<file path="src/rtl/even_odd_pkg.sv">
// even_odd_pkg: shared parity codes and FSM state encoding
// for the even/odd number generator.
package even_odd_pkg;

  localparam logic EVEN = 1'b1;
  localparam logic ODD  = 1'b0;

  typedef enum logic {
    IDLE = 1'b0,
    RUN  = 1'b1
  } state_t;

endpackage

</file>
<file path="src/rtl/even_odd_gen_parity_align.sv">
// parity_align: combinational first-value aligner.
// Ports: start (raw start value), parity (1=EVEN, 0=ODD), first (aligned value).
module parity_align #(
  parameter int WIDTH = 4
) (
  input  logic [WIDTH-1:0] start,
  input  logic             parity,
  output logic [WIDTH-1:0] first
);

  // EVEN (1) wants bit0 = 0, ODD (0) wants bit0 = 1,
  // so bit0 differing from the parity code means already aligned.
  assign first = (start[0] ^ parity) ? start : start + WIDTH'(1);

endmodule

</file>
<file path="src/rtl/even_odd_gen.sv">
// even_odd_gen: emits count numbers of a requested parity, stepping by 2.
// Ports: req_* request handshake, out_* output stream, busy while running.
module even_odd_gen
  import even_odd_pkg::*;
#(
  parameter int WIDTH = 4,
  parameter int CNT_W = 4
) (
  input  logic             clk,
  input  logic             rst,
  input  logic             req_valid,
  output logic             req_ready,
  input  logic             req_parity,
  input  logic [WIDTH-1:0] req_start,
  input  logic [CNT_W-1:0] req_count,
  output logic             out_valid,
  input  logic             out_ready,
  output logic [WIDTH-1:0] out_number,
  output logic             out_last,
  output logic             busy
);

  state_t           state;
  logic [CNT_W-1:0] remaining;
  logic [WIDTH-1:0] first;

  parity_align #(
    .WIDTH (WIDTH)
  ) u_align (
    .start  (req_start),
    .parity (req_parity),
    .first  (first)
  );

  assign req_ready = (state == IDLE);
  assign busy      = (state == RUN);
  assign out_valid = (state == RUN);
  assign out_last  = (state == RUN) &&
                     (remaining == CNT_W'(1));

  always_ff @(posedge clk or posedge rst) begin
    if (rst) begin
      state      <= IDLE;
      out_number <= '0;
      remaining  <= '0;
    end else begin
      unique case (state)
        IDLE: begin
          // Zero-count requests are accepted but start nothing.
          if (req_valid && (req_count != '0)) begin
            state      <= RUN;
            out_number <= first;
            remaining  <= req_count;
          end
        end
        RUN: begin
          if (out_ready) begin
            if (remaining == CNT_W'(1)) begin
              state <= IDLE;
            end else begin
              out_number <= out_number + WIDTH'(2);
              remaining  <= remaining - CNT_W'(1);
            end
          end
        end
        default: state <= IDLE;
      endcase
    end
  end

endmodule

</file>
<file path="config.mk">
export PLATFORM = sky130hd
export DESIGN_NAME = even_odd_gen
export DESIGN_NICKNAME = d
export VERILOG_FILES = /design/src/rtl/even_odd_pkg.sv /design/src/rtl/even_odd_gen_parity_align.sv /design/src/rtl/even_odd_gen.sv
export SDC_FILE = /design/constraint.sdc
export NUM_CORES = 1
export LEC_CHECK = 0
export BUFFER_PORTS_ARGS = -buffer_cell sky130_fd_sc_hd__buf_2
export CAP_MARGIN = 40
export CORE_MARGIN = 2
export CORE_UTILIZATION = 45
export DETAILED_ROUTE_END_ITERATION = 12
export GPL_ROUTABILITY_DRIVEN = 0
export GPL_TIMING_DRIVEN = 0
export PLACE_DENSITY_LB_ADDON = 0.25
export SLEW_MARGIN = 0
export SYNTH_ARGS = -nofsm -noshare
export SYNTH_HDL_FRONTEND = slang
export SYNTH_SLANG_ARGS = --single-unit
</file>
<file path="constraint.sdc">
create_clock -name clk -period 2.3 [get_ports clk]
set_input_delay 0.345 -clock clk [delete_from_list [all_inputs] [get_ports clk]]
set_output_delay 0.345 -clock clk [all_outputs]
set_load 0.02 [all_outputs]
</file>
==> metrics.yaml <==
status: "complete, no violations"
grt_start_max_net_pins: 11
vias: 593
power_density_nw_per_um2: 849.0
n_fill_cell: 135
hold_viol: 0
worstSetupEndpointType: "output pin"
relSlewSlack: 0.7453
portBuffers: 20
fin_hold_ws_ns: 0.04026
netlist_top_cells_count: "dfrtp_1, inv_1, nand2_1, a21oi_1, nor2_1"
cts.reportedPaths.clkPinSlew_ns: 0.07
p_leak_nw: 0.3992
instances_no_fill: 110
cap_violations: 0
ir_worst_vdd_uv: 494.2
cp.arrival_ns: 1.67
cts.htree.levels: 1
cts.repair.resized: 0
crit_buf_inv: 3
clock_latency_ns: 0.26
worstSetupPathDepth: 6
die_area_um2: 1791
worstHoldPathType: "input pin to asynchronous set/reset pin"
cp_cell_sequence: "inv_1 -> ha_1 -> or3b_1 -> buf_6 -> nor2_1 -> buf_2"
hold_buffers: 0
synth-edff-count: 0
nets: 113
die_h_um: 42.32
ys_warn_count: 0
clock_sinks: 9
multiInputGateArea_um2: 379.1
finish.utilization: 0.6041
seqCellArea_um2: 225.2
antenna_cells: 0
wirelength_um: 1513
max_stage_delay_ns: 0.40
syn2layout_area_growth_pct: 21.97
finalSetupViolCount: 0
fmax_ghz: 0.4953
synth.top_cells.by_area: "dfrtp_1, ha_1, mux2_2"
ys_dominant_reg_cell: "dfrtp_1"
syn_inst: 71
cts_tree: "yes"
vias_per_cell: 5.391
grt_pass1_vias: 645
r2r_setup_slack_ns: 0.42
cp_max_fo: 8
dp.cells: 106
grt_pass1_wl_um: 2697
worstReg2RegStart: "remaining[1]"
cts_setup_buffers: 0
ctsRootBufferMaster: "clkbuf_4"
r2r_cells: 7
rr_endpoint: "out_number[1]"
synth_fp_nets: 88
worstPathRequired_ns: 1.96
critical-path-top-delay-family: "simple AND/OR/NAND/NOR gates"
ys_async_sr_fraction: 1.000
setup_tns_ns: 0
initial_core_util: 0.4953
layout-drive-gt1-share: 0.3895
netlist_area_um2: 660.6
ys_types: 30
report.final.slew_viol_count: 0
routedWlPerCell_um: 13.75
path_class: "flop to output pin"
ant_nets: 0
io_pins: 21
clk_path_buf_depth: 2
cpMaxStageDelayCell: "dfrtp_1"
final.min_clock_period_ns: 2.019
grt.overflow.total: 0
ys_ff_latch: 9
core_um2: 1334
yosysSeqAreaShare: 0.3409
drc: 0
grtUsageTotal: 0.1991
grt_setup_unrepaired: "no"
dp.final_hpwl_um: 1221
synth_top_area_cell: "dfrtp_1"
crit_path_start_kind: "flop"
synth_most_common_cell: "dfrtp_1"
syn_avg_cell_area_um2: 9.305
dr.pass1.iters: 4
die_w_um: 42.32
rows: 13
fin_crit_sh: 0.8778
drtIter0Drc: 9
numCtsBuffers: 3
tightest_slew_ns: 0.3821
fin_skew_ns: 0.002590
antenna_found_initial: 0
yosys.area.top_type_share: 0.3409
==> layout make-up <==
type                            instances  share of cell area
Buffer                                  4             0.03727
Clock buffer                            4             0.03261
Inverter                                7             0.03261
Multi-Input combinational cell         51              0.4705
Sequential cell                         9              0.2795
Tap cell                               15             0.02329
Timing Repair Buffer                   20              0.1242
==> power breakdown <==
| part | total [mW] | internal (mW) | switching (mW) |
|---|---|---|---|
| combinational | 0.296 | 0.144 | 0.153 |
| clock | 0.126 | 0.0670 | 0.0595 |
| sequential | 0.262 | 0.215 | 0.0469 |
==> logic make-up (layout without fill, tap and decap cells) <==
logic type | after synthesis | after routing | synth area share
xor gates and xnor gates | 3 | 3 | 0.03978
adders and majority gates | 4 | 4 | 0.07576
buffers and inverters | 11 | 35 | 0.08522
AOI/OAI and AO/OA | 18 | 18 | 0.2026
and+or+nand+nor | 22 | 22 | 0.1875
DFF | 9 | 9 | 0.3409
muxes | 4 | 4 | 0.06818
==> placed cells by master, fill, tap and decap left out, drive strengths merged <==
cell    Yosys  final
a21oi       5      5
a22oi       1      1
a311oi      1      1
a32oi       1      1
and3        1      1
and4        2      2
buf         3     23
clkbuf      1      5
dfrtp       9      9
ha          4      4
inv         7      7
mux2        4      4
nand2       6      6
nand3       2      2
nand4       1      1
nor2        5      5
nor2b       1      1
nor3        1      1
o211ai      1      1
o21ai       4      4
o221a       3      3
o221ai      1      1
o31ai       1      1
or2b        1      1
or3b        1      1
or4         1      1
xnor2       1      1
xor2        2      2
==> sequential cells by signal, summed over array words and instances (netlist names) <==
register / cells
remaining: 4
out_number: 4
busy: 1
==> how the worst max path moves through the flow <==
stage,end,from
5_1_grt,out_last,remaining[1]
4_1_cts,out_last,remaining[1]
3_3_place_gp,out_number[3],req_count[2]
3_5_place_dp,out_number[3],req_count[2]
2_1_floorplan,out_number[1],remaining[1]
6_report,out_last,remaining[1]
==> metrics by stage <==
step                power, mW  instance area (um^2)  setup WS (ns)
finish                 0.6841                 805.8         0.2810
global route           0.7472                 805.8         0.1496
CTS                    0.6880                 805.8         0.2861
detailed placement     0.5606                 779.5         0.4368
global placement       0.5469                 779.5         0.4253
floorplan              0.4700                 660.6         0.5265
==> metal layers <==
layer / vias up / routed length (um) / GRT usage
met5: - / 0 / 0
met4: 0 / 9 / 0.07500
met3: 2 / 60 / 0.03879
met2: 18 / 739 / 0.3446
met1: 266 / 703 / 0.2407
li1: 307 / - / -
No activity file was read; power rests on OpenSTA's default activity.
